--- config.mk ---
export PLATFORM = sky130hd
export DESIGN_NAME = envelope_bank_flat
export DESIGN_NICKNAME = d
export VERILOG_FILES = /design/src/rtl/envelope_bank_pkg.sv /design/src/rtl/envelope_bank_if.sv /design/src/rtl/envelope_bank_channel.sv /design/src/rtl/envelope_bank.sv /design/src/flat_wrapper.sv
export SDC_FILE = /design/constraint.sdc
export NUM_CORES = 1
export LEC_CHECK = 0
export ABC_AREA = 0
export CORE_MARGIN = 2
export CORE_UTILIZATION = 30
export CTS_BUF_LIST = sky130_fd_sc_hd__clkbuf_16
export CTS_CLUSTER_DIAMETER = 120
export DETAILED_ROUTE_END_ITERATION = 8
export GPL_ROUTABILITY_DRIVEN = 0
export PLACE_DENSITY = 0.61
export RECOVER_POWER = 25
export SYNTH_ARGS = -nofsm -noshare
export SYNTH_HDL_FRONTEND = slang
export SYNTH_HIERARCHICAL = 1
export SYNTH_SLANG_ARGS = --single-unit
--- constraint.sdc ---
create_clock -name clock -period 1.6 [get_ports clock]
set_input_delay 0.32 -clock clock [delete_from_list [all_inputs] [get_ports clock]]
set_output_delay 0.32 -clock clock [all_outputs]
set_load 0.01 [all_outputs]
--- src/rtl/envelope_bank_pkg.sv ---
// +----------------------------------------------------------------------+
// | sound_pkg : shared widths, NRx2 register struct, field extractor     |
// | Rev 1.0                                                              |
// +----------------------------------------------------------------------+
`default_nettype none

package sound_pkg;

  localparam int VOL_W_DEF    = 4;
  localparam int PERIOD_W_DEF = 3;

  typedef struct packed {
    logic [VOL_W_DEF-1:0]    init_vol;
    logic                    increase;
    logic [PERIOD_W_DEF-1:0] period;
  } env_reg_t;

  // Width-generic field extraction; callers cast the result to the field width.
  function automatic logic [31:0] env_field(input logic [63:0] r, input int lsb, input int width);
    logic [63:0] m;
    m = (r >> lsb) & ~({64{1'b1}} << width);
    return m[31:0];
  endfunction

endpackage

`default_nettype wire

--- src/rtl/envelope_bank_if.sv ---
// +----------------------------------------------------------------------+
// | envelope_bank_if : register-file / mixer side bundle of the bank     |
// | Rev 1.0                                                              |
// +----------------------------------------------------------------------+
`default_nettype none

interface envelope_bank_if #(
  parameter int N_CH     = 3,
  parameter int VOL_W    = 4,
  parameter int PERIOD_W = 3
);
  localparam int REG_W = VOL_W + 1 + PERIOD_W;

  logic                    tick_64;
  logic [N_CH-1:0]         trigger;
  logic [N_CH*REG_W-1:0]   nrx2;
  logic [N_CH*VOL_W-1:0]   volume;
  logic [N_CH-1:0]         active;
  logic [N_CH-1:0]         dac_on;

  modport master (
    output tick_64, trigger, nrx2,
    input  volume, active, dac_on
  );

  modport slave (
    input  tick_64, trigger, nrx2,
    output volume, active, dac_on
  );
endinterface

`default_nettype wire

--- src/rtl/envelope_bank_channel.sv ---
// +----------------------------------------------------------------------+
// | envelope_channel : one NRx2 volume envelope (ENVELOPE_RELOAD_ON_WRITE_EN) |
// | Rev 1.0                                                              |
// +----------------------------------------------------------------------+
`default_nettype none

module envelope_channel
  import sound_pkg::*;
#(
  parameter int VOL_W    = VOL_W_DEF,
  parameter int PERIOD_W = PERIOD_W_DEF
) (
  input  wire logic                      clk,
  input  wire logic                      rst,
  input  wire logic                      i_tick,
  input  wire logic                      i_trig,
  input  wire logic [VOL_W+PERIOD_W:0]   i_nrx2,
  output logic      [VOL_W-1:0]          o_volume,
  output logic                           o_active
);

  localparam logic [VOL_W:0]    c_vone = 1;
  localparam logic [PERIOD_W-1:0] c_tone = 1;

  logic [VOL_W-1:0]    r_vol;
  logic [PERIOD_W-1:0] r_timer;
  logic [PERIOD_W-1:0] r_period_l;
  logic                r_inc_l;
  logic                r_run;

  logic [VOL_W-1:0]    w_init;
  logic                w_inc;
  logic [PERIOD_W-1:0] w_per;
  logic [VOL_W:0]      w_up;
  logic [VOL_W:0]      w_dn;
  logic                w_trig;

  assign w_init = VOL_W'(env_field(64'(i_nrx2), PERIOD_W + 1, VOL_W));
  assign w_inc  = i_nrx2[PERIOD_W];
  assign w_per  = PERIOD_W'(env_field(64'(i_nrx2), 0, PERIOD_W));

  // The extra MSB flags overflow past max (up) or borrow below zero (down).
  assign w_up = {1'b0, r_vol} + c_vone;
  assign w_dn = {1'b0, r_vol} - c_vone;

`ifdef ENVELOPE_RELOAD_ON_WRITE_EN
  logic [VOL_W+PERIOD_W:0] r_prev;
  logic                    r_seen;

  // r_seen masks the first cycle after reset, when no prior value exists.
  always_ff @(posedge clk or posedge rst) begin
    if (rst) begin
      r_prev <= '0;
      r_seen <= 1'b0;
    end else begin
      r_prev <= i_nrx2;
      r_seen <= 1'b1;
    end
  end

  assign w_trig = i_trig | (r_seen & (r_prev != i_nrx2));
`else
  assign w_trig = i_trig;
`endif

  always_ff @(posedge clk or posedge rst) begin
    if (rst) begin
      r_vol      <= '0;
      r_timer    <= '0;
      r_period_l <= '0;
      r_inc_l    <= 1'b0;
      r_run      <= 1'b0;
    end else if (w_trig) begin
      r_vol      <= w_init;
      r_timer    <= w_per;
      r_period_l <= w_per;
      r_inc_l    <= w_inc;
      r_run      <= (w_per != '0);
    end else if (i_tick && r_run) begin
      if (r_timer > c_tone) begin
        r_timer <= r_timer - c_tone;
      end else begin
        r_timer <= r_period_l;
        if (r_inc_l) begin
          if (w_up[VOL_W]) r_run <= 1'b0;
          else             r_vol <= w_up[VOL_W-1:0];
        end else begin
          if (w_dn[VOL_W]) r_run <= 1'b0;
          else             r_vol <= w_dn[VOL_W-1:0];
        end
      end
    end
  end

  assign o_volume = r_vol;
  assign o_active = r_run;

endmodule

`default_nettype wire

--- src/rtl/envelope_bank.sv ---
// +----------------------------------------------------------------------+
// | envelope_bank : N_CH envelope channels (ENVELOPE_RELOAD_ON_WRITE_EN) |
// | Rev 1.0                                                              |
// +----------------------------------------------------------------------+
`default_nettype none

module envelope_bank
  import sound_pkg::*;
#(
  parameter int N_CH     = 3,
  parameter int VOL_W    = VOL_W_DEF,
  parameter int PERIOD_W = PERIOD_W_DEF
) (
  input  wire logic      clock,
  input  wire logic      reset,
  envelope_bank_if.slave bus
);

  localparam int REG_W = VOL_W + 1 + PERIOD_W;

  logic [N_CH*VOL_W-1:0] w_volume;
  logic [N_CH-1:0]       w_active;
  logic [N_CH-1:0]       w_dac_on;

  for (genvar g = 0; g < N_CH; g++) begin : g_ch
    envelope_channel #(
      .VOL_W    (VOL_W),
      .PERIOD_W (PERIOD_W)
    ) u_ch (
      .clk      (clock),
      .rst      (reset),
      .i_tick   (bus.tick_64),
      .i_trig   (bus.trigger[g]),
      .i_nrx2   (bus.nrx2[g*REG_W +: REG_W]),
      .o_volume (w_volume[g*VOL_W +: VOL_W]),
      .o_active (w_active[g])
    );

    // DAC powers up whenever init_vol or the increase bit is nonzero.
    assign w_dac_on[g] = |bus.nrx2[g*REG_W + PERIOD_W +: VOL_W + 1];
  end

  assign bus.volume = w_volume;
  assign bus.active = w_active;
  assign bus.dac_on = w_dac_on;

endmodule

`default_nettype wire

--- src/flat_wrapper.sv ---
// flat-port wrapper written by rule: the top's interface ports become plain ports
module envelope_bank_flat import sound_pkg::*;
#(
  parameter int N_CH     = 3,
  parameter int VOL_W    = VOL_W_DEF,
  parameter int PERIOD_W = PERIOD_W_DEF
)
  (clock, reset, bus_tick_64, bus_trigger, bus_nrx2, bus_volume, bus_active, bus_dac_on);
  envelope_bank_if #(.N_CH(N_CH), .VOL_W(VOL_W), .PERIOD_W(PERIOD_W)) bus_i ();
  input  wire logic clock;
  input  wire logic reset;
  input wire logic [$bits(bus_i.tick_64)-1:0] bus_tick_64;
  input wire logic [$bits(bus_i.trigger)-1:0] bus_trigger;
  input wire logic [$bits(bus_i.nrx2)-1:0] bus_nrx2;
  output wire logic [$bits(bus_i.volume)-1:0] bus_volume;
  output wire logic [$bits(bus_i.active)-1:0] bus_active;
  output wire logic [$bits(bus_i.dac_on)-1:0] bus_dac_on;
  assign bus_i.tick_64 = bus_tick_64;
  assign bus_i.trigger = bus_trigger;
  assign bus_i.nrx2 = bus_nrx2;
  assign bus_volume = bus_i.volume;
  assign bus_active = bus_i.active;
  assign bus_dac_on = bus_i.dac_on;
  envelope_bank #(.N_CH(N_CH), .VOL_W(VOL_W), .PERIOD_W(PERIOD_W)) u_core (.clock(clock), .reset(reset), .bus(bus_i));
endmodule
==> flow_summary_export.csv, run 1 <==
group,metric,value,unit
run_status,violations,"setup timing",
logic_synthesis,avgSynthCellArea,9.38,sq um
die,dieArea,8540,sq um
clock_tree,cts_tree,"yes",
power_and_ir_drop,irDropWorstVdd,0.419,mV
logic_synthesis,synth_ff_type,"dfrtp_1",
route,routed_via_density,5.02,
global_routing,grt_antenna_before_repair,0,
route,dr.pass1.iters,4,
clock_tree,cts_buffers,5,
clock_tree,htree_levels,2,
sta,setup_violations,5,
die,die_w,92.4,um
worst_setup_path,crit_path_max_fanout,4,
route,ant_nets,0,
cells_and_area,instances_no_fill,469,
clock_tree,clk_latency,0.28,ns
logic_synthesis,synth_edf_count,0,
logic_synthesis,synth_area,2340,sq um
worst_setup_path,reg2reg_to,"u_core/g_ch[2].u_ch/o_volume[2]",
route,vias,2353,
sta,fmax,0.564,GHz
global_routing,grtUsageTotal,0.149,
sta,drv_slew,0,
cells_and_area,syn2layout_area_growth,58.3,%
sta,tns,-0.477,ns
worst_hold_path,hp-class,"in2reg",
sta,skew,0.00221,ns
sta,slew_headroom,0.683,
sta,fin_crit,1.77,ns
sta,setup_ws,-0.174,ns
clock_tree,cts.hold.buffers_added,0,
placement,portBuffers,47,
power_and_ir_drop,p_per_area,834,nW/um^2
logic_synthesis,async_flop_share,1.00,
logic_synthesis,yosys_register_bits,36,
route,wl_per_cell,13.6,um
placement,placed_area,3290,sq um
sta,final_hold_viol_count,0,
worst_setup_path,critPathLaunchType,"register",
placement,placed_cells,443,
global_routing,grt_overflow_total,0,
logic_synthesis,syn-instance-count,250,
logic_synthesis,seq_area_frac_synth,0.384,
cells_and_area,postLayoutCellArea,3710,sq um
die,start_util,0.307,
clock_tree,cts.sinks,36,
cells_and_area,mostFrequentLayoutCell,"buf_4",
sta,finalCritPeriodShare,1.11,
cells_and_area,nNetsFinal,410,
die,coreArea,7650,sq um
worst_hold_path,min_path_cells,2,
route,drc,0,
worst_setup_path,critical_path_arrival,1.96,ns
placement,dp_hpwl,4450,um
worst_setup_path,end_kind,"register",
cells_and_area,drive_above_1_share,0.332,
worst_setup_path,cp.required,1.79,ns
sta,rsz0062_at_grt,"yes",
run,cap_violations,0,
power_and_ir_drop,leakagePower,1.70,nW
route,drtIter0Drc,177,
route,wl,6400,um
route,drt-met1-wl,2920,um
route,top_layer,"met4",
global_routing,grt_max_degree,13,
global_routing,grt_pass1_wl,10200,um
die,die_h,92.4,um
cells_and_area,final_cell_mix,"buf_4 (64), clkdlybuf4s50_1 (29), dfrtp_1 (25)",
global_routing,grt_pass1_vias,2194,
die,num_io_pins,48,
worst_hold_path,min_from,"bus_nrx2[19]",
clock_tree,clkTransAtPathRegs,0.05,ns
clock_tree,clockBufferDepth,2,
sta,hold_slack,0.357,ns
sta,tightest_slew,0.475,ns
run_status,status,"finished with violations",
worst_setup_path,path_class,"reg2reg",
worst_setup_path,r2r_slack,-0.17,ns
route,wl_met2,3100,um
logic_synthesis,ys_types,44,
logic_synthesis,syn_nets,292,
cells_and_area,fill_cells,711,
route,route.met3.wl,250,um
worst_hold_path,hold_end,"u_core/g_ch[2].u_ch/r_inc_l",
worst_setup_path,regToRegStartpoint,"u_core/g_ch[2].u_ch/o_volume[0]",
die,rows,32,
clock_tree,clock-root-buffer,"clkbuf_16",
logic_synthesis,ys_warn_count,6,
cells_and_area,n_antenna_cell,0,
worst_setup_path,r2r_cells,5,
-- worst max-delay path, stage by stage (launching register included) --
cell and delay, ns:
dfrtp_2 0.43, ha_2 0.19, nand4_1 0.17, o41ai_2 0.14
or4_1 0.54, a31oi_1 0.21
-- worst max-delay path by stage --
| stage | start | to | slack [ns] | cells past startpoint |
|---|---|---|---|---|
| global placement | bus_tick_64 | u_core/g_ch[0].u_ch/o_volume[1] | -0.23 | 5 |
| floorplan | u_core/g_ch[0].u_ch/o_volume[0] | u_core/g_ch[0].u_ch/o_volume[3] | 0.02 | 5 |
| CTS | u_core/g_ch[2].u_ch/o_volume[0] | u_core/g_ch[2].u_ch/o_volume[3] | -0.06 | 5 |
| global route | u_core/g_ch[2].u_ch/o_volume[0] | u_core/g_ch[2].u_ch/o_volume[2] | -0.24 | 5 |
| detailed placement | bus_tick_64 | u_core/g_ch[2].u_ch/o_volume[1] | -0.27 | 5 |
| finish | u_core/g_ch[2].u_ch/o_volume[0] | u_core/g_ch[2].u_ch/o_volume[2] | -0.17 | 5 |
-- Yosys cell counts, drive strengths merged (4+ instances only) --
library cell	count	area [sq um]
o21ai	23	115
a21oi	9	45.0
or4	6	45.0
a31oi	13	81.3
clkinv	4	15.0
o31ai	11	82.6
nand4	9	86.3
inv	28	105
mux2i	4	40.0
dfrtp	36	901
nand2b	5	38.8
nand2	22	82.6
nor2	13	48.8
mux2	6	67.6
and2	4	25.0
ha	12	150
-- metal layers --
layer,vias to the layer above,global-route usage
met5,-,0
met4,0,0.0684
met3,11,0.0293
met2,52,0.238
met1,1126,0.193
li1,1164,-
-- stage by stage --
| step | total power [mW] | setup WS (ns) | util |
|---|---|---|---|
| 3_3_place_gp | 2.04 | -0.227 | 0.430 |
| 3_5_place_dp | 2.06 | -0.266 | 0.430 |
| 5_1_grt | 3.27 | -0.240 | 0.485 |
| 6_report | 3.09 | -0.174 | 0.485 |
| 4_1_cts | 3.00 | -0.0604 | 0.457 |
| 2_1_floorplan | 1.61 | 0.0156 | - |
-- layout make-up --
type	count	area [sq um]	share of cell area
multi-input combinational	178	1440	0.387
tap	102	128	0.0344
clock inverter	1	3.75	0.00101
timing repair buffer	115	982	0.265
clock buffer	5	125	0.0337
sequential	36	915	0.246
inverter	32	123	0.0330
-- state kept, by name (all words and copies together), names as in the netlist --
register	cells
u_core/g_ch.u_ch/o_volume	12
u_core/g_ch.u_ch/o_active	3
u_core/g_ch.u_ch/r_timer	9
u_core/g_ch.u_ch/r_period_l	9
u_core/g_ch.u_ch/r_inc_l	3
-- repair_timing --
action                                  CTS  global route
cloned                                    1             1
gates resized for setup                  23            34
endpoints found under the setup margin   27            25
hold endpoints to repair                  0             0
pin swaps                                 2            18
setup buffers                             5            16
-- cells by family (layout without fill, tap and decap cells) --
| family | Yosys count | count (layout) | synth area share |
|---|---|---|---|
| and+or+nand+nor | 69 | 69 | 0.166 |
| DFF | 36 | 36 | 0.384 |
| buffers and inverters | 38 | 153 | 0.0678 |
| AOI/OAI and AO/OA | 82 | 84 | 0.261 |
| xor gates and xnor gates | 3 | 3 | 0.0112 |
| muxes | 10 | 10 | 0.0459 |
| adders and majority gates | 12 | 12 | 0.0640 |
-- power by group --
group          total [mW]  internal, mW  switching, mW  leakage [nW]
Clock               0.899         0.553          0.346        0.0669
Sequential           1.13          1.02          0.114         0.412
Combinational        1.06         0.575          0.489          1.22
Total                3.09          2.14          0.950          1.70
Power figures use the tool's default switching activity.
==> inputs of run 2 (changes only) <==
Settings changed: SETUP_SLACK_MARGIN from default to 0.05.
==> run 2 against run 1 <==
  * Highest routed layer unchanged
  * Core utilization increased by 0.65 points
  * First-iteration DRC count fell by 21%
  * Sequential cell count is the same
  * Worst setup slack improved by 0.048 ns
  * Global-route usage up 0.79 points
  * Count of clock-buffer cells in the layout unchanged
  * Largest power group unchanged
  * Critical path depth unchanged
  * The run still ends with setup timing left
  * Fmax increased by 2.8%
==> flow_summary_export.csv, run 2 (same netlist as run 1, synthesis figures left out) <==
group,metric,value,unit
global_routing,grtUsageTotal,0.156,
cells_and_area,nNetsFinal,411,
run_status,status,"finished with violations",
cells_and_area,final_cell_mix,"buf_4 (63), clkdlybuf4s50_1 (25), dfrtp_1 (24)",
die,die_h,92.4,um
route,wl,6480,um
sta,drv_slew,0,
clock_tree,clock-root-buffer,"clkbuf_16",
sta,setup_violations,6,
sta,rsz0062_at_grt,"yes",
route,vias,2365,
die,coreArea,7650,sq um
global_routing,grt_antenna_before_repair,0,
sta,finalCritPeriodShare,1.08,
clock_tree,htree_levels,2,
sta,fmax,0.579,GHz
placement,pre_cts_ws,-0.272,ns
run,cap_violations,0,
cells_and_area,drive_above_1_share,0.357,
route,routed_via_density,5.01,
sta,skew,0.00339,ns
worst_setup_path,crit_path_max_fanout,5,
clock_tree,clockBufferDepth,2,
cells_and_area,postLayoutCellArea,3760,sq um
worst_setup_path,critPathLaunchType,"register",
power_and_ir_drop,p_per_area,846,nW/um^2
die,dieArea,8540,sq um
clock_tree,cts_buffers,5,
sta,tightest_slew,0.707,ns
clock_tree,clk_latency,0.28,ns
worst_setup_path,r2r_slack,-0.13,ns
die,rows,32,
sta,slew_headroom,0.529,
die,die_w,92.4,um
worst_setup_path,critical_path_arrival,1.92,ns
route,drtIter0Drc,139,
worst_setup_path,cp.required,1.80,ns
clock_tree,cts.sinks,36,
cells_and_area,fill_cells,708,
cells_and_area,mostFrequentLayoutCell,"buf_4",
route,ant_nets,0,
cells_and_area,largest_reg_flops,12,
run_status,violations,"setup timing",
clock_tree,cts.hold.buffers_added,0,
worst_hold_path,hp-class,"in2reg",
die,start_util,0.307,
placement,portBuffers,47,
global_routing,grt_max_degree,13,
placement,placed_area,3320,sq um
global_routing,grt_overflow_total,0,
worst_setup_path,end_kind,"register",
route,dr.pass1.iters,4,
cells_and_area,syn2layout_area_growth,60.4,%
sta,setup_ws,-0.127,ns
die,num_io_pins,48,
route,wl_per_cell,13.7,um
clock_tree,clkTransAtPathRegs,0.06,ns
clock_tree,cts_tree,"yes",
cells_and_area,n_antenna_cell,0,
worst_setup_path,path_class,"reg2reg",
sta,fin_crit,1.73,ns
power_and_ir_drop,irDropWorstVdd,0.435,mV
global_routing,grt_pass1_vias,2401,
global_routing,grt_pass1_wl,10800,um
sta,final_hold_viol_count,0,
route,drc,0,
placement,dp_hpwl,4540,um
power_and_ir_drop,leakagePower,1.69,nW
## run 2: changes by cell type in the layout (fill, tap and decap cells not counted), moves of 2 or more
cell / change
dlygate4sd2_1: +3
clkdlybuf4s15_1: +2
o21ai_1: +2
inv_2: +2
clkinvlp_4: +2
clkdlybuf4s50_1: -4
ha_4: +2
o21ai_0: -2
clkbuf_2: +3
dlymetal6s2s_1: -4
buf_6: +3
inv_1: -2
## run 2: timing repair
action / 4_1_cts / 5_1_grt
endpoints found under the setup margin: 32 / 23
pin swaps: 9 / 15
cloned: 2 / 0
gates resized for setup: 52 / 24
setup buffers: 12 / 4
## run 2: report_power, final
group | internal (mW) | total, mW | switching (mW)
clock | 0.571 | 0.958 | 0.387
sequential | 1.02 | 1.14 | 0.119
combinational | 0.584 | 1.09 | 0.503
## run 2: routing by layer
metal  vias to the layer above  routed length [um]  GRT usage
met5                         -                   0          0
met4                         0                 112     0.0572
met3                        11                 273     0.0431
met2                        47                3250      0.269
met1                      1143                2840      0.186
li1                       1164                   -          -
## run 2: area by class of cell
| class | count | area, sq um | area share |
|---|---|---|---|
| clock inverters | 3 | 18.8 | 0.00499 |
| multi-input cells | 178 | 1480 | 0.393 |
| flip-flops and latches | 36 | 916 | 0.244 |
| repair buffers | 116 | 976 | 0.259 |
| clock buffers | 5 | 125 | 0.0333 |
| inverters | 32 | 120 | 0.0319 |
| well taps | 102 | 128 | 0.0339 |
## run 2: worst max-delay path, cell delays in order, from the launching register on
cell and delay (ns):
dfrtp_2 0.45, ha_4 0.18, nand4_1 0.18, o41ai_4 0.14, or4_1 0.53, a31oi_1 0.15
## run 2: path summary, 6_finish.rpt
| kind | startpoint | end | depth (start not counted) |
|---|---|---|---|
| max in group asynchronous | reset | u_core/g_ch[1].u_ch/o_volume[0] | 3 |
| min in group asynchronous | reset | u_core/g_ch[0].u_ch/r_timer[2] | 2 |
| hold reg to reg | u_core/g_ch[2].u_ch/r_period_l[1] | u_core/g_ch[2].u_ch/r_period_l[1] | 1 |
| setup reg to reg | u_core/g_ch[2].u_ch/o_volume[0] | u_core/g_ch[2].u_ch/o_volume[2] | 5 |
| hold / removal | bus_nrx2[3] | u_core/g_ch[0].u_ch/r_inc_l | 2 |
| setup / recovery | u_core/g_ch[2].u_ch/o_volume[0] | u_core/g_ch[2].u_ch/o_volume[2] | 5 |
## run 2: metrics by stage
| step | TNS [ns] | hold WS, ns | util | total power, mW | std cells |
|---|---|---|---|---|---|
| floorplan | 0 | 0.185 | - | 1.62 | 250 |
| global placement | -2.41 | 0.473 | 0.434 | 2.06 | 446 |
| detailed placement | -3.29 | 0.490 | 0.434 | 2.08 | 446 |
| CTS | -0.163 | 0.444 | 0.480 | 3.14 | 468 |
| global route | -0.954 | 0.477 | 0.492 | 3.37 | 472 |
| finish | -0.361 | 0.462 | 0.492 | 3.18 | 472 |
==> inputs of run 3 (changes only) <==
Settings changed: GPL_ROUTABILITY_DRIVEN 0 to default, SKIP_LAST_GASP from default to 1.
==> run 3 against run 2 <==
  * The flow still finishes with violations (setup timing)
  * Final area stayed put
  * Global-route usage hardly changed
  * Via count is 1.5% lower
  * Combinational power hardly changed
  * Wire length is 0.80% lower
  * Worst setup slack better by 0.0028 ns
  * First-iteration DRC count is 11% lower
==> flow_summary_export.csv, run 3 (same netlist as run 1, synthesis figures left out) <==
group,metric,value,unit
die,start_util,0.307,
power_and_ir_drop,p_sw,1.00,mW
route,vias,2330,
worst_hold_path,min_from,"bus_nrx2[3]",
sta,drv_slew,0,
worst_setup_path,crit_path_max_fanout,5,
die,dieArea,8540,sq um
die,die_h,92.4,um
sta,fmax,0.580,GHz
clock_tree,cts.sinks,36,
global_routing,grt_max_degree,13,
sta,tns,-0.375,ns
cells_and_area,drive_above_1_share,0.351,
sta,skew,0.00399,ns
sta,rsz0062_at_grt,"yes",
worst_hold_path,hp-class,"in2reg",
power_and_ir_drop,combPwrFrac,0.341,
power_and_ir_drop,p_int,2.17,mW
placement,portBuffers,47,
worst_setup_path,critPathLaunchType,"register",
sta,setup_violations,7,
route,drtIter0Drc,124,
clock_tree,cts.hold.buffers_added,0,
global_routing,grt_antenna_before_repair,0,
sta,fin_crit,1.72,ns
route,drc,0,
sta,slew_headroom,0.537,
die,coreArea,7650,sq um
placement,gp_congestion,0.800,
worst_setup_path,critical_path_arrival,1.92,ns
route,wl_per_cell,13.6,um
sta,finalCritPeriodShare,1.08,
worst_setup_path,regToRegStartpoint,"u_core/g_ch[2].u_ch/o_volume[0]",
die,rows,32,
clock_tree,clock-root-buffer,"clkbuf_16",
sta,setup_ws,-0.124,ns
global_routing,grtUsageTotal,0.156,
global_routing,grt_pass1_vias,2399,
power_and_ir_drop,clockPowerShare,0.302,
clock_tree,clk_latency,0.28,ns
route,wl,6430,um
power_and_ir_drop,p_total,3.17,mW
clock_tree,htree_levels,2,
route,routed_via_density,4.94,
placement,dp_hpwl,4540,um
worst_setup_path,path_class,"reg2reg",
clock_tree,cts_tree,"yes",
run,cap_violations,0,
run_status,violations,"setup timing",
worst_setup_path,end_kind,"register",
cells_and_area,syn2layout_area_growth,60.4,%
cells_and_area,largest_reg_flops,12,
clock_tree,clockBufferDepth,2,
die,die_w,92.4,um
power_and_ir_drop,leakagePower,1.70,nW
cells_and_area,fill_cells,705,
worst_setup_path,cp.required,1.80,ns
power_and_ir_drop,pwr-share-seq,0.358,
sta,final_hold_viol_count,0,
global_routing,grt_overflow_total,0,
power_and_ir_drop,swShare,0.316,
route,dr.pass1.iters,4,
worst_setup_path,crit_path_start,"u_core/g_ch[2].u_ch/o_volume[0]",
cells_and_area,nNetsFinal,411,
power_and_ir_drop,irDropWorstVdd,0.435,mV
cells_and_area,final_cell_mix,"buf_4 (64), clkdlybuf4s50_1 (25), dfrtp_1 (24)",
route,ant_nets,0,
sta,tightest_slew,0.694,ns
clock_tree,cts_buffers,5,
die,num_io_pins,48,
cells_and_area,n_antenna_cell,0,
power_and_ir_drop,p_per_area,843,nW/um^2
global_routing,grt_pass1_wl,10800,um
run_status,status,"finished with violations",
clock_tree,clkTransAtPathRegs,0.06,ns
cells_and_area,mostFrequentLayoutCell,"buf_4",
[run 3: repair_timing]
item / in CTS / in global routing
cloned: 2 / 0
buffers inserted: 12 / 4
pin swaps: 8 / 16
gates resized for setup: 46 / 26
endpoints found under the setup margin: 32 / 23
[run 3: final timing paths]
kind | slack, ns | cells after the start | end
min in group asynchronous | 0.59 | 2 | u_core/g_ch[0].u_ch/r_timer[2]
setup reg to reg | -0.12 | 5 | u_core/g_ch[2].u_ch/o_volume[2]
setup / recovery | -0.12 | 5 | u_core/g_ch[2].u_ch/o_volume[2]
hold / removal | 0.36 | 2 | u_core/g_ch[0].u_ch/r_inc_l
max in group asynchronous | 0.38 | 3 | u_core/g_ch[1].u_ch/o_volume[0]
hold reg to reg | 0.50 | 1 | u_core/g_ch[2].u_ch/r_period_l[1]
[run 3: routing by layer]
layer	global-route usage	wire, um	vias to the layer above
li1	-	-	1162
met1	0.185	2790	1107
met2	0.270	3220	50
met3	0.0431	304	11
met4	0.0572	112	0
met5	0	0	-
[run 3: power groups by stage]
stage / Sequential (mW) / Clock (mW) / Combinational (mW)
4_1_cts: 1.13 / 0.984 / 1.02
3_5_place_dp: 1.14 / 0 / 0.937
6_report: 1.13 / 0.956 / 1.08
3_3_place_gp: 1.14 / 0 / 0.916
2_1_floorplan: 1.15 / 0 / 0.471
5_1_grt: 1.15 / 1.02 / 1.19
[run 3: through the flow]
step,utilization,hold WS [ns],area [sq um],setup slack [ns],instances
CTS,0.479,0.444,3660,-0.0552,468
global route,0.492,0.371,3760,-0.154,472
global placement,0.434,0.473,3320,-0.214,446
floorplan,-,0.185,2360,0.0156,250
detailed placement,0.434,0.490,3320,-0.272,446
finish,0.492,0.360,3760,-0.124,472
[run 3: worst max-delay path, cell delays in order (launching register included)]
cell     delay (ns)
dfrtp_2        0.45
ha_4           0.18
nand4_1        0.18
o41ai_4        0.15
or4_1          0.53
a31oi_1        0.15
[run 3: layout make-up]
class | count | area [sq um] | share of cell area
multi-input combinational | 178 | 1470 | 0.391
timing repair buffer | 116 | 983 | 0.261
sequential | 36 | 916 | 0.244
tap | 102 | 128 | 0.0339
clock buffer | 5 | 125 | 0.0333
inverter | 32 | 120 | 0.0319
clock inverter | 3 | 18.8 | 0.00499
==> patch 1: new RTL, config.mk and constraints of run 1 <==
The option `ENVELOPE_RELOAD_ON_WRITE_EN` is turned on by a define.
--- a/src/rtl/envelope_bank_channel.sv
+++ b/src/rtl/envelope_bank_channel.sv
@@ -3,6 +3,8 @@
 // | Rev 1.0                                                              |
 // +----------------------------------------------------------------------+
 `default_nettype none
+
+`define ENVELOPE_RELOAD_ON_WRITE_EN
 
 module envelope_channel
   import sound_pkg::*;
Behaviour: not the same (Yosys sat finds a counterexample within 4 cycles, from zero or initial values and one cycle with reset high).
==> patch 1 against run 1 <==
  * The flow still finishes with violations (setup timing)
  * Sequential cell count rose by 27
  * Sequential power increased by 59%
  * Power increased by 63%
  * Via count is 4.9% higher
  * Critical path type unchanged
  * Area after synthesis is 41% higher
  * Die area increased by 39%
  * Routed wire length rose by 13%
  * Critical path depth increased by 2
  * Cell area increased by 32%
  * Worst setup slack improved by 0.0041 ns
==> patch 1: results (changes against run 1) <==
status: finished, violations left
failing checks: setup timing
switching part of the total power: 0.247 (-0.0597)
largest cells by area after synthesis: dfrtp_1 (48%), xor2_1 (8.8%), mux2_2 (8.2%)
peak supply drop: 0.000472 V (+13%)
Total Routing Usage GR: 0.137 (-0.0119)
number of global-route vias before repair: 2655 (+21%)
H-Tree Depth: 3 (+1)
Max-slew headroom: 0.664 (-0.0189)
crit path DAT: 1.98 ns (+0.02 ns)
Root Buffer: clkbuf_16
GR Util met1: 0.172 (-0.0217)
WHS Path Cells: 2 (unchanged)
commonest cells in the netlist: dfrtp_1 (63), xor2_1 (33), mux2_2 (24), inv_1 (21), nand2_1 (21)
hold path start: bus_nrx2[1]
DP HPWL: 5.23 mm (+17%)
WL final: 7.25 mm (+13%)
dpl ws: -0.572 ns (-0.306 ns)
setup TNS: -4.11 ns (-3.63 ns)
fin worst setup slack: -0.170 ns (+0.00413 ns)
largest net degree at the start of global routing: 22 (+9)
endpoints failing setup: 36 (+31)
routed vias/inst: 4.54 (-9.5%)
Worst Hold Path EP: u_core/g_ch[0].u_ch/r_prev[1]
post-DR wirelength/cell: 13.3 um (-2.4%)
routed length on met2: 3.58 mm (+15%)
placed cell count: 517 (+17%)
initial DRC count: 68 (-62%)
reg2reg end: u_core/g_ch[0].u_ch/o_volume[3]
drt pass-1 iters: 4 (unchanged)
post-CTS sizing: 76 (+230%)
max reg flops: 24 (+12)
Netlist cell types: 32 (-27%)
M1 WL: 3.33 mm (+14%)
hold slack: 0.332 ns (-0.0246 ns)
post-synth net total: 321 (+9.9%)
gate count after technology mapping: 279 (+12%)
sequential area share after synthesis: 0.478 (+0.0936)
Power Clock: 2.23 mW (+150%)
Worst-Skew Late Latency: 0.32 ns (+0.04 ns)
Fin Clk Skew: 0.00342 ns (+0.00121 ns)
asr flop ratio synth: 1.00 (unchanged)
met3 usage: 0.0293 (about the same)
crit-path max FO: 5 (+1)
FF-to-FF path depth: 7 (+2)
Final nets: 441 (+7.6%)
uppermost routed layer: met4
cell leakage power: 2.27 nW (+34%)
placed instance area: 4410 um2 (+34%)
Met3 Wirelength: 226 um (-9.6%)
Num CTS Buffers: 9 (+4)
Crit. Startpoint: u_core/g_ch[0].u_ch/o_volume[1]
P_comb: 1.02 mW (-4%)
Tot Pwr: 5.05 mW (+63%)
share of layout cells above drive strength 1: 0.351 (+0.0191)
[patch 1: layout make-up]
| cell class | instances | area [um2] |
|---|---|---|
| repair buffers | 115 | 898 |
| clock buffers | 9 | 225 |
| inverters | 21 | 78.8 |
| well taps | 140 | 175 |
| flip-flops and latches | 63 | 1590 |
| clock inverters | 7 | 120 |
| fillers | 995 | 5890 |
| multi-input cells | 189 | 1820 |
[patch 1: worst max-delay path, stage by stage, from the launching register on]
cell and delay [ns]:
dfrtp_2 0.40, inv_2 0.07, ha_4 0.13, or4b_4 0.48, nand4_4 0.13, a21oi_2 0.05
xor2_1 0.15, mux2_4 0.26
[patch 1: logic make-up after synthesis]
family | after synthesis | synth area share
flip-flops | 63 | 0.478
XOR/XNOR | 36 | 0.0956
multiplexers | 45 | 0.158
adder cells (fa/ha/maj) | 12 | 0.0455
other | 3 | 0.00341
AO/OA/AOI/OAI | 27 | 0.0523
buffers and inverters | 27 | 0.0410
AND/OR/NAND/NOR | 66 | 0.126
==> patch 2: new RTL, flow settings as in run 1 <==
Made on the original files. `N_CH` is set to 3 in 3 places; all go to 5.
--- a/src/rtl/envelope_bank_if.sv
+++ b/src/rtl/envelope_bank_if.sv
@@ -5,7 +5,7 @@
 `default_nettype none
 
 interface envelope_bank_if #(
-  parameter int N_CH     = 3,
+  parameter int N_CH     = 5,
   parameter int VOL_W    = 4,
   parameter int PERIOD_W = 3
 );
--- a/src/rtl/envelope_bank.sv
+++ b/src/rtl/envelope_bank.sv
@@ -7,7 +7,7 @@
 module envelope_bank
   import sound_pkg::*;
 #(
-  parameter int N_CH     = 3,
+  parameter int N_CH     = 5,
   parameter int VOL_W    = VOL_W_DEF,
   parameter int PERIOD_W = PERIOD_W_DEF
 ) (
--- a/src/flat_wrapper.sv
+++ b/src/flat_wrapper.sv
@@ -1,7 +1,7 @@
 // flat-port wrapper written by rule: the top's interface ports become plain ports
 module envelope_bank_flat import sound_pkg::*;
 #(
-  parameter int N_CH     = 3,
+  parameter int N_CH     = 5,
   parameter int VOL_W    = VOL_W_DEF,
   parameter int PERIOD_W = PERIOD_W_DEF
 )
Interface: changed (5 resized); port bits go from 48 to 78. The function was not compared with the original's and may differ.
==> patch 2 against run 1 <==
  * The flow still finishes with violations (setup timing)
  * Count of clock-buffer cells in the layout grew 4
  * Clock power up 85%
  * Largest cell class unchanged
  * Sequential cell count grew 24
  * Worst setup slack improved by 0.015 ns
  * Routed wire length up 71%
  * Cell area increased by 72%
  * Area after synthesis up 67%
  * Critical path depth stayed put
  * Power up 75%
==> patch 2: results (changes against run 1) <==
status: finished, violations left
failing checks: setup timing
Met3 Wirelength: 335 um (+34%)
number of global-route vias before repair: 3956 (+80%)
Num CTS Buffers: 9 (+4)
WL final: 11.0 mm (+71%)
Netlist cell types: 31 (-30%)
mux contribution to synthesized area: 0.0544 (+0.00851)
Total Routing Usage GR: 0.153 (+0.00427)
endpoints failing setup: 17 (+12)
Synth Area in Compound Gates: 0.264 (+0.00306)
Tightest Pin Transition: 0.683 ns (+0.208 ns)
commonest cells in the netlist: dfrtp_1 (60), inv_1 (40), nand2_1 (30), a31oi_1 (25), nor2_1 (25)
peak supply drop: 0.000373 V (-11%)
met3 usage: 0.0246 (-0.00468)
DP HPWL: 7.62 mm (+71%)
crit-path max FO: 5 (+1)
routed length on met2: 5.49 mm (+77%)
area occupied by multi-input gates: 2500 um2 (+74%)
M1 WL: 4.84 mm (+66%)
Final nets: 675 (+65%)
post-synth net total: 468 (+60%)
largest cells by area after synthesis: dfrtp_1 (38%), ha_1 (6.4%), a31oi_1 (4.0%)
fill count: 1171 (+65%)
M2 GR Usage: 0.265 (+0.0270)
post-DR wirelength/cell: 14.0 um (+2.6%)
placed instance area: 5520 um2 (+68%)
routed vias/inst: 4.95 (-1.3%)
crit path DAT: 2.00 ns (+0.04 ns)
fin worst setup slack: -0.159 ns (+0.0151 ns)
GR Util met1: 0.184 (-0.00931)
placed cell count: 726 (+64%)
sequential area share after synthesis: 0.384 (about the same)
Fin Clk Skew: 0.00357 ns (+0.00136 ns)
H-Tree Depth: 3 (+1)
Port-buffer cells: 77 (+64%)
==> patch 2: cell count changes in the layout (fill, tap and decap cells not counted), moves of 8 or more <==
cell	change
nor2_1	+13
clkdlybuf4s50_1	+11
a31oi_1	+11
dfrtp_1	+12
o21ai_1	+8
buf_4	+53
inv_2	+10
o31ai_1	+10
nand2_1	+8
dlygate4sd2_1	+11
ha_4	+8
dfrtp_2	+12
==> patch 2: final timing paths <==
kind                                                    from                           endpoint  slack [ns]  cells after the start
min in group asynchronous                              reset  u_core/g_ch[2].u_ch/r_period_l[2]        0.56                      3
max in group asynchronous                              reset    u_core/g_ch[0].u_ch/o_volume[3]        0.38                      3
hold / removal                                  bus_nrx2[35]        u_core/g_ch[4].u_ch/r_inc_l        0.33                      2
setup reg to reg             u_core/g_ch[1].u_ch/o_volume[0]    u_core/g_ch[1].u_ch/o_volume[3]       -0.16                      5
hold reg to reg            u_core/g_ch[1].u_ch/r_period_l[1]  u_core/g_ch[1].u_ch/r_period_l[1]        0.49                      1
setup / recovery             u_core/g_ch[1].u_ch/o_volume[0]    u_core/g_ch[1].u_ch/o_volume[3]       -0.16                      5
==> patch 2: per-stage QoR <==
stage          setup WS (ns)  setup TNS, ns  hold WS [ns]
4_1_cts               -0.109         -0.665         0.489
6_report              -0.159          -1.04         0.330
2_1_floorplan         0.0156              0         0.185
5_1_grt               -0.205          -2.23         0.338
3_5_place_dp          -0.245          -6.76         0.479
3_3_place_gp          -0.212          -5.53         0.473
==> patch 2: final cells by class <==
| cell class | count | area share |
|---|---|---|
| Tap cell | 172 | 0.0337 |
| Inverter | 50 | 0.0306 |
| Timing Repair Buffer | 201 | 0.265 |
| Clock buffer | 9 | 0.0353 |
| Multi-Input combinational cell | 285 | 0.392 |
| Sequential cell | 60 | 0.240 |
| Clock inverter | 7 | 0.00451 |
==> patch 2: timing repair <==
action	CTS	global route
resized for setup	65	57
gates cloned	4	1
buffers inserted	26	13
pin swaps	28	38
endpoints found under the setup margin	55	31
==> patch 2: power by group through the flow <==
stage	clock (mW)	sequential, mW	combinational [mW]
final	1.66	1.92	1.82
after global routing	1.78	1.95	1.99
after CTS	1.70	1.90	1.69
after detailed placement	0	1.91	1.56
after global placement	0	1.90	1.52
after floorplan	0	1.91	0.793
==> patch 2: worst max-delay path, delay by kind of cell (launching register included) <==
family	cells	cell delay [ns]
AND/OR/NAND/NOR	2	0.74
flip-flops	1	0.45
AO/OA/AOI/OAI	2	0.30
adder cells (fa/ha/maj)	1	0.18
==> patch 2: logic make-up after synthesis <==
| family | count (synthesis) |
|---|---|
| fa+ha+maj | 20 |
| simple gates | 105 |
| buf+inv | 60 |
| flops | 60 |
| mux | 20 |
| compound gates | 130 |
| xor+xnor | 5 |
